[src/rtl/basic_print_fmt_pkg.sv]
// ---------------------------------------------------------------------------
// basic_print_pkg
// Shared types and constants for the BASIC print formatter.
//   - item_kind_t : print item kinds carried through the FIFO
//   - state_t     : formatter FSM states
//   - POW10       : decimal place values used by the digit converter
//   - ASCII_*     : bytes the formatter emits on its own
// Optional feature macro: BASIC_PRINT_HEX_EN (adds the hex nibble helper).
// ---------------------------------------------------------------------------
package basic_print_pkg;

    typedef enum logic [1:0] {
        KIND_INT     = 2'd0,
        KIND_CHAR    = 2'd1,
        KIND_NEWLINE = 2'd2,
        KIND_HEX     = 2'd3
    } item_kind_t;

    typedef enum logic [1:0] {
        ST_IDLE = 2'd0,
        ST_CONV = 2'd1,
        ST_EMIT = 2'd2
    } state_t;

    // FIFO entry: {kind[1:0], data[31:0]}
    localparam int ITEM_W = 34;

    localparam logic [31:0] POW10 [0:9] = '{
        32'd1,        32'd10,        32'd100,        32'd1000,
        32'd10000,    32'd100000,    32'd1000000,    32'd10000000,
        32'd100000000, 32'd1000000000
    };

    localparam logic [7:0] ASCII_0     = 8'h30;
    localparam logic [7:0] ASCII_MINUS = 8'h2D;
    localparam logic [7:0] ASCII_LF    = 8'h0A;
    localparam logic [7:0] ASCII_X     = 8'h78;
    localparam logic [7:0] ASCII_A     = 8'h41;

`ifdef BASIC_PRINT_HEX_EN
    // Byte for hex output position k: k = 8 is the 'x' of the prefix,
    // k = 7..0 selects the nibble v[4k+3:4k] as an uppercase hex digit.
    function automatic logic [7:0] hex_char(input logic [31:0] v, input logic [3:0] k);
        logic [31:0] sh;
        logic [3:0]  nib;
        sh  = v >> {k[2:0], 2'b00};
        nib = sh[3:0];
        if (k == 4'd8) begin
            hex_char = ASCII_X;
        end else if (nib < 4'd10) begin
            hex_char = ASCII_0 + {4'd0, nib};
        end else begin
            hex_char = ASCII_A + {4'd0, nib} - 8'd10;
        end
    endfunction
`endif

endpackage

[src/rtl/basic_print_fmt_fifo.sv]
// ---------------------------------------------------------------------------
// basic_print_fifo
// Registered-storage FIFO holding print items between producer and formatter.
// Ports:
//   clk, rst_n        : clock, asynchronous active-low reset
//   i_push, i_wdata   : write request and entry; ignored while full
//   i_pop             : read request; ignored while empty
//   o_rdata           : head entry (valid while not empty)
//   o_full, o_empty   : occupancy flags derived from the pointers
// Pointers carry one extra wrap bit so full and empty are distinguishable.
// ---------------------------------------------------------------------------
module basic_print_fifo
    import basic_print_pkg::*;
#(
    parameter int DEPTH = 8
) (
    input  logic              clk,
    input  logic              rst_n,
    input  logic              i_push,
    input  logic [ITEM_W-1:0] i_wdata,
    input  logic              i_pop,
    output logic [ITEM_W-1:0] o_rdata,
    output logic              o_full,
    output logic              o_empty
);

    localparam int PW = $clog2(DEPTH) + 1;
    localparam logic [PW-1:0] PTR_ONE = {{(PW-1){1'b0}}, 1'b1};

    logic [ITEM_W-1:0] r_mem [DEPTH];
    logic [PW-1:0]     r_wr_ptr;
    logic [PW-1:0]     r_rd_ptr;
    logic              w_do_push;
    logic              w_do_pop;

    assign o_full  = (r_wr_ptr[PW-1] != r_rd_ptr[PW-1]) &&
                     (r_wr_ptr[PW-2:0] == r_rd_ptr[PW-2:0]);
    assign o_empty = (r_wr_ptr == r_rd_ptr);
    assign o_rdata = r_mem[r_rd_ptr[PW-2:0]];

    // Qualify requests with the flags so overflow/underflow cannot occur.
    always_comb begin
        w_do_push = 1'b0;
        w_do_pop  = 1'b0;
        if (i_push && !o_full) begin
            w_do_push = 1'b1;
        end else begin
            w_do_push = 1'b0;
        end
        if (i_pop && !o_empty) begin
            w_do_pop = 1'b1;
        end else begin
            w_do_pop = 1'b0;
        end
    end

    // Storage and pointer update.
    always_ff @(posedge clk or negedge rst_n) begin
        if (!rst_n) begin
            r_wr_ptr <= {PW{1'b0}};
            r_rd_ptr <= {PW{1'b0}};
            for (int i = 0; i < DEPTH; i++) begin
                r_mem[i] <= {ITEM_W{1'b0}};
            end
        end else begin
            if (w_do_push) begin
                r_mem[r_wr_ptr[PW-2:0]] <= i_wdata;
                r_wr_ptr <= r_wr_ptr + PTR_ONE;
            end
            if (w_do_pop) begin
                r_rd_ptr <= r_rd_ptr + PTR_ONE;
            end
        end
    end

endmodule

[src/rtl/basic_print_fmt.sv]
// ---------------------------------------------------------------------------
// basic_print_fmt
// Turns BASIC print items (INT, CHAR, NEWLINE, optional HEX) into an ASCII
// byte stream on a valid/ready interface.
// Ports:
//   clk, rst_n                : clock, asynchronous active-low reset
//   i_item_valid/o_item_ready : item handshake (ready = FIFO not full)
//   i_item_kind, i_item_data  : item kind and 32-bit payload
//   o_out_valid/i_out_ready   : byte handshake
//   o_out_data                : ASCII byte, stable while valid
//   o_busy                    : FIFO non-empty or formatter active
// Optional feature macro: BASIC_PRINT_HEX_EN formats kind 3 as "0x" plus
// 8 uppercase hex digits; without it kind 3 is accepted and dropped.
// ---------------------------------------------------------------------------
module basic_print_fmt
    import basic_print_pkg::*;
#(
    parameter int DEPTH = 8
) (
    input  logic        clk,
    input  logic        rst_n,
    input  logic        i_item_valid,
    output logic        o_item_ready,
    input  logic [1:0]  i_item_kind,
    input  logic [31:0] i_item_data,
    output logic        o_out_valid,
    input  logic        i_out_ready,
    output logic [7:0]  o_out_data,
    output logic        o_busy
);

    logic [ITEM_W-1:0] w_fifo_rdata;
    logic              w_fifo_full;
    logic              w_fifo_empty;
    logic              w_pop;
    item_kind_t        w_kind;
    logic [31:0]       w_data;

    state_t      r_state;
    logic [31:0] r_mag;      // remaining magnitude (or hex payload)
    logic [3:0]  r_pidx;     // decimal place / remaining-byte index
    logic [3:0]  r_digit;
    logic        r_started;  // a digit has been emitted: stop suppressing zeros
    logic        r_out_valid;
    logic [7:0]  r_out_data;
`ifdef BASIC_PRINT_HEX_EN
    logic        r_hex;
`endif

    basic_print_fifo #(
        .DEPTH (DEPTH)
    ) u_fifo (
        .clk     (clk),
        .rst_n   (rst_n),
        .i_push  (i_item_valid),
        .i_wdata ({i_item_kind, i_item_data}),
        .i_pop   (w_pop),
        .o_rdata (w_fifo_rdata),
        .o_full  (w_fifo_full),
        .o_empty (w_fifo_empty)
    );

    assign w_kind       = item_kind_t'(w_fifo_rdata[33:32]);
    assign w_data       = w_fifo_rdata[31:0];
    assign o_item_ready = !w_fifo_full;
    assign o_out_valid  = r_out_valid;
    assign o_out_data   = r_out_data;
    assign o_busy       = !w_fifo_empty || (r_state != ST_IDLE);

    // Pop the FIFO head whenever the formatter is idle and work is waiting.
    always_comb begin
        w_pop = 1'b0;
        if ((r_state == ST_IDLE) && !w_fifo_empty) begin
            w_pop = 1'b1;
        end else begin
            w_pop = 1'b0;
        end
    end

    // Formatter FSM. r_pidx doubles as "bytes still to come": a '-' sign is
    // loaded with 10 so the EMIT exit step lands on place 9, and single-byte
    // items use 0 so EMIT returns straight to IDLE.
    always_ff @(posedge clk or negedge rst_n) begin
        if (!rst_n) begin
            r_state     <= ST_IDLE;
            r_mag       <= 32'd0;
            r_pidx      <= 4'd0;
            r_digit     <= 4'd0;
            r_started   <= 1'b0;
            r_out_valid <= 1'b0;
            r_out_data  <= 8'd0;
`ifdef BASIC_PRINT_HEX_EN
            r_hex       <= 1'b0;
`endif
        end else begin
            case (r_state)
                ST_IDLE: begin
                    if (!w_fifo_empty) begin
                        r_digit   <= 4'd0;
                        r_started <= 1'b0;
                        case (w_kind)
                            KIND_CHAR: begin
                                r_out_data  <= w_data[7:0];
                                r_out_valid <= 1'b1;
                                r_pidx      <= 4'd0;
                                r_state     <= ST_EMIT;
                            end
                            KIND_NEWLINE: begin
                                r_out_data  <= ASCII_LF;
                                r_out_valid <= 1'b1;
                                r_pidx      <= 4'd0;
                                r_state     <= ST_EMIT;
                            end
                            KIND_INT: begin
                                if (w_data[31]) begin
                                    // Negate as unsigned so -2^31 maps to 2^31.
                                    r_mag       <= ~w_data + 32'd1;
                                    r_out_data  <= ASCII_MINUS;
                                    r_out_valid <= 1'b1;
                                    r_pidx      <= 4'd10;
                                    r_state     <= ST_EMIT;
                                end else begin
                                    r_mag   <= w_data;
                                    r_pidx  <= 4'd9;
                                    r_state <= ST_CONV;
                                end
                            end
`ifdef BASIC_PRINT_HEX_EN
                            KIND_HEX: begin
                                r_mag       <= w_data;
                                r_out_data  <= ASCII_0;
                                r_out_valid <= 1'b1;
                                r_pidx      <= 4'd9;
                                r_hex       <= 1'b1;
                                r_state     <= ST_EMIT;
                            end
`endif
                            default: begin
                                r_state <= ST_IDLE;
                            end
                        endcase
                    end else begin
                        r_state <= ST_IDLE;
                    end
                end
                ST_CONV: begin
                    if (r_mag >= POW10[r_pidx]) begin
                        r_mag   <= r_mag - POW10[r_pidx];
                        r_digit <= r_digit + 4'd1;
                    end else if ((r_digit != 4'd0) || r_started || (r_pidx == 4'd0)) begin
                        r_out_data  <= ASCII_0 + {4'd0, r_digit};
                        r_out_valid <= 1'b1;
                        r_started   <= 1'b1;
                        r_state     <= ST_EMIT;
                    end else begin
                        // Leading zero: move to the next place without emitting.
                        r_pidx  <= r_pidx - 4'd1;
                        r_digit <= 4'd0;
                    end
                end
                ST_EMIT: begin
                    if (i_out_ready) begin
                        if (r_pidx == 4'd0) begin
                            r_out_valid <= 1'b0;
                            r_state     <= ST_IDLE;
`ifdef BASIC_PRINT_HEX_EN
                            r_hex       <= 1'b0;
`endif
                        end
`ifdef BASIC_PRINT_HEX_EN
                        else if (r_hex) begin
                            // Hex bytes go back to back with no conversion cycles.
                            r_out_data <= hex_char(r_mag, r_pidx - 4'd1);
                            r_pidx     <= r_pidx - 4'd1;
                        end
`endif
                        else begin
                            r_out_valid <= 1'b0;
                            r_pidx      <= r_pidx - 4'd1;
                            r_digit     <= 4'd0;
                            r_state     <= ST_CONV;
                        end
                    end else begin
                        r_state <= ST_EMIT;
                    end
                end
                default: begin
                    r_out_valid <= 1'b0;
                    r_state     <= ST_IDLE;
                end
            endcase
        end
    end

endmodule

[config.mk]
export PLATFORM = sky130hd
export DESIGN_NAME = basic_print_fmt
export DESIGN_NICKNAME = d
export VERILOG_FILES = /design/src/rtl/basic_print_fmt_pkg.sv /design/src/rtl/basic_print_fmt_fifo.sv /design/src/rtl/basic_print_fmt.sv
export SDC_FILE = /design/constraint.sdc
export NUM_CORES = 1
export LEC_CHECK = 0
export CORE_MARGIN = 2
export CORE_UTILIZATION = 45
export DETAILED_ROUTE_END_ITERATION = 16
export PLACE_DENSITY_LB_ADDON = 0.15
export SLEW_MARGIN = 10
export SYNTH_ARGS = -nofsm -noshare
export SYNTH_HDL_FRONTEND = slang
export SYNTH_SLANG_ARGS = --single-unit
[constraint.sdc]
create_clock -name clk -period 5.1 [get_ports clk]
set_clock_uncertainty 0.15 [all_clocks]
set_input_delay 1.02 -clock clk [delete_from_list [all_inputs] [get_ports clk]]
set_output_delay 1.02 -clock clk [all_outputs]
set_load 0.005 [all_outputs]
==> results.py <==
metrics = {
    "run_status": {
        "status": "finished, final reports clean",
    },
    "timing": {
        "hold_violations": 0,
        "period_minus_slack_ps": 4540,
        "setup_viol": 0,
        "worst_slack_ps": 557,
        "rsz0062_at_grt": "false",
        "finalCritPeriodShare": 0.891,
        "finalMaxSlewViolations": 0,
        "tightest_slew_ps": 1050,
        "max_freq_mhz": 220,
        "slew_headroom": 0.297,
        "finalSetupTns_ps": 0,
    },
    "setup_path": {
        "required_ps": 3930,
        "cp_max_fo": 41,
        "r2r-start": "r_pidx[0]$_DFFE_PN0P_",
        "worstSetupStartpointType": "flop",
        "ff2ff_setup_slack_ps": 630,
        "reg2reg_to": "o_out_data[0]$_DFFE_PN0P_",
        "cp.arrival_ps": 3370,
        "r2r_cells": 16,
        "critPathKind": "flop to output port",
        "cp-end-kind": "output port",
    },
    "synth": {
        "netlist_instances": 1533,
        "synth_top_area_cell": "dfrtp_1",
        "yosysTopAreaCellShare": 0.453,
        "synth_ff_type": "dfrtp_1",
        "synth_edf_count": 0,
        "synth_area_leaders": "dfrtp_1, mux2_2, mux4_2",
        "synthAdderAreaFrac": 0.0345,
        "synth_area_um2": 18300,
        "yosysSeqAreaShare": 0.453,
        "synth-xor-area-share": 0.0282,
        "synth_top_family_by_area": "multiplexers",
        "synth.distinct_cells": 73,
        "synthArstFlopShare": 1.00,
        "syn_area_per_cell_um2": 12.0,
        "synth_compound_area_frac": 0.0871,
        "synthMuxAreaShare": 0.281,
        "synthSimpleGateAreaFrac": 0.0868,
        "yosys_warnings": 0,
        "syn-num-nets": 1621,
        "ys_seq_elements": 332,
    },
    "min_path": {
        "hold_path.class": "input port to async pin",
    },
    "detailed_routing": {
        "drt-initial-drc-count": 766,
        "wl_per_cell_um": 22.1,
        "vias": 12600,
        "viasPerCell": 5.89,
        "first_pass_iters": 4,
        "totalWireLength_um": 47100,
        "ant_nets": 0,
        "remaining_drc_errors": 0,
    },
    "placement": {
        "portBuffers": 48,
        "dp_hpwl_um": 32000,
        "pre_cts_slack_ps": 632,
        "gp_congestion": 0.903,
    },
    "finish": {
        "drive_above_1_share": 0.300,
        "diodes": 0,
        "n_fill_cell": 3550,
        "areaGrowthSynthToFinish_pct": 13.7,
        "fin_nets": 1666,
    },
    "grt": {
        "met3_usage": 0.0328,
        "grt_overflow_total": 0,
        "grt.met1_usage": 0.327,
        "busiest_layer": "met2",
        "grt_util_met2": 0.371,
        "grt_max_degree": 107,
        "grt_use_total": 0.230,
        "grt_pass1_vias": 12800,
        "antenna_found_initial": 0,
        "grt_first_pass_wirelength_um": 74800,
    },
    "clocking": {
        "cts_buffer_depth": 3,
        "hold_buffers": 0,
        "cts_buffers": 39,
        "htree_levels": 2,
        "post_cts_resized": 0,
        "cts_tree": "yes",
        "clock_sinks": 332,
        "cts_setup_buffers": 0,
        "cts_root_buffer": "clkbuf_16",
        "clkLatencyLatePin_ps": 570,
        "path_clk_slew_ps": 60,
    },
    "die": {
        "die_w_um": 206,
        "die_h_um": 206,
        "fp.coreArea_um2": 40000,
        "initial_core_util": 0.458,
        "row_count": 73,
        "pin_count": 49,
        "die-area_um2": 42400,
    },
    "flow_run": {
        "max_cap_violations": 0,
    },
}
## state kept, by name, summed over array words and instances, names as in the netlist
register	flops
o_out_data	8
o_out_valid	1
r_digit	4
r_mag	32
r_pidx	4
r_started	1
r_state	2
u_fifo.r_mem	272
u_fifo.r_rd_ptr	4
u_fifo.r_wr_ptr	4
## cell families (layout without fill, tap and decap cells)
family,count (synthesis),count (layout)
adder cells (fa/ha/maj),50,50
multiplexers,398,398
AND/OR/NAND/NOR,331,331
XOR/XNOR,59,59
buffers and inverters,112,188
flip-flops,332,332
AO/OA/AOI/OAI,251,251
## layer usage
| layer | part of all wire | vias up |
|---|---|---|
| li1 | - | 5766 |
| met1 | 0.47 | 6493 |
| met2 | 0.47 | 246 |
| met3 | 0.041 | 55 |
| met4 | 0.016 | 0 |
| met5 | 0 | - |
## critical path, stage by stage, from the launching register on
cell	delay (ps)
dfrtp_4	890
buf_4	300
xor2_1	70
nor3_1	580
nand2b_1	360
clkdlybuf4s50_1	550
## Yosys cell counts (all sizes together) (7+ instances only)
library cell / count
a21o: 20
a21oi: 93
a31oi: 14
and3: 9
buf: 57
clkbuf: 26
dfrtp: 332
ha: 49
inv: 29
mux2: 288
mux2i: 46
mux4: 64
nand2: 70
nand2b: 11
nand3: 17
nand4: 7
nor2: 115
nor2b: 9
nor3: 54
nor3b: 10
o21a: 8
o21ai: 43
o311ai: 7
o31ai: 11
o32ai: 7
xnor2: 34
xor2: 25
## stage by stage
step / util / instances / area [um^2] / hold slack, ps
floorplan: - / 1533 / 18300 / 316
global placement: 0.486 / 2062 / 19400 / 331
detailed placement: 0.486 / 2062 / 19400 / 337
CTS: 0.521 / 2134 / 20800 / 352
global route: 0.521 / 2134 / 20800 / 357
finish: 0.521 / 2134 / 20800 / 321
## placed cells by master (no fill, tap or decap), types with 34 or more instances in the layout
master	instances
o21ai_0	43
a21oi_1	92
dfrtp_1	329
buf_4	36
mux2_2	286
ha_1	48
clkbuf_16	40
nor2_1	114
xnor2_1	34
mux2i_1	45
mux4_2	62
clkdlybuf4s50_1	47
nand2_1	69
nor3_1	51
## layout make-up
cell class	count	area, um^2	area share
Tap cell	525	657	0.0315
Clock buffer	50	1110	0.0532
Multi-Input combinational cell	1089	9540	0.458
Timing Repair Buffer	87	816	0.0392
Sequential cell	332	8320	0.399
Inverter	29	109	0.00522
Clock inverter	22	287	0.0138
## worst max path at each step
stage,from,end,depth (start not counted)
after floorplan,u_fifo.r_rd_ptr[0]$_DFFE_PN0P_,r_mag[13]$_DFFE_PN0P_,15
after global placement,r_pidx[0]$_DFFE_PN0P_,o_out_data[0]$_DFFE_PN0P_,16
after detailed placement,r_pidx[0]$_DFFE_PN0P_,o_out_data[0]$_DFFE_PN0P_,16
after CTS,u_fifo.r_rd_ptr[0]$_DFFE_PN0P_,o_item_ready,5
after global routing,r_pidx[0]$_DFFE_PN0P_,o_out_data[0]$_DFFE_PN0P_,16
final,u_fifo.r_rd_ptr[0]$_DFFE_PN0P_,o_item_ready,5
Power is not shown: default switching activity piles up to over one toggle a cycle in this logic, so the estimate is an artifact.
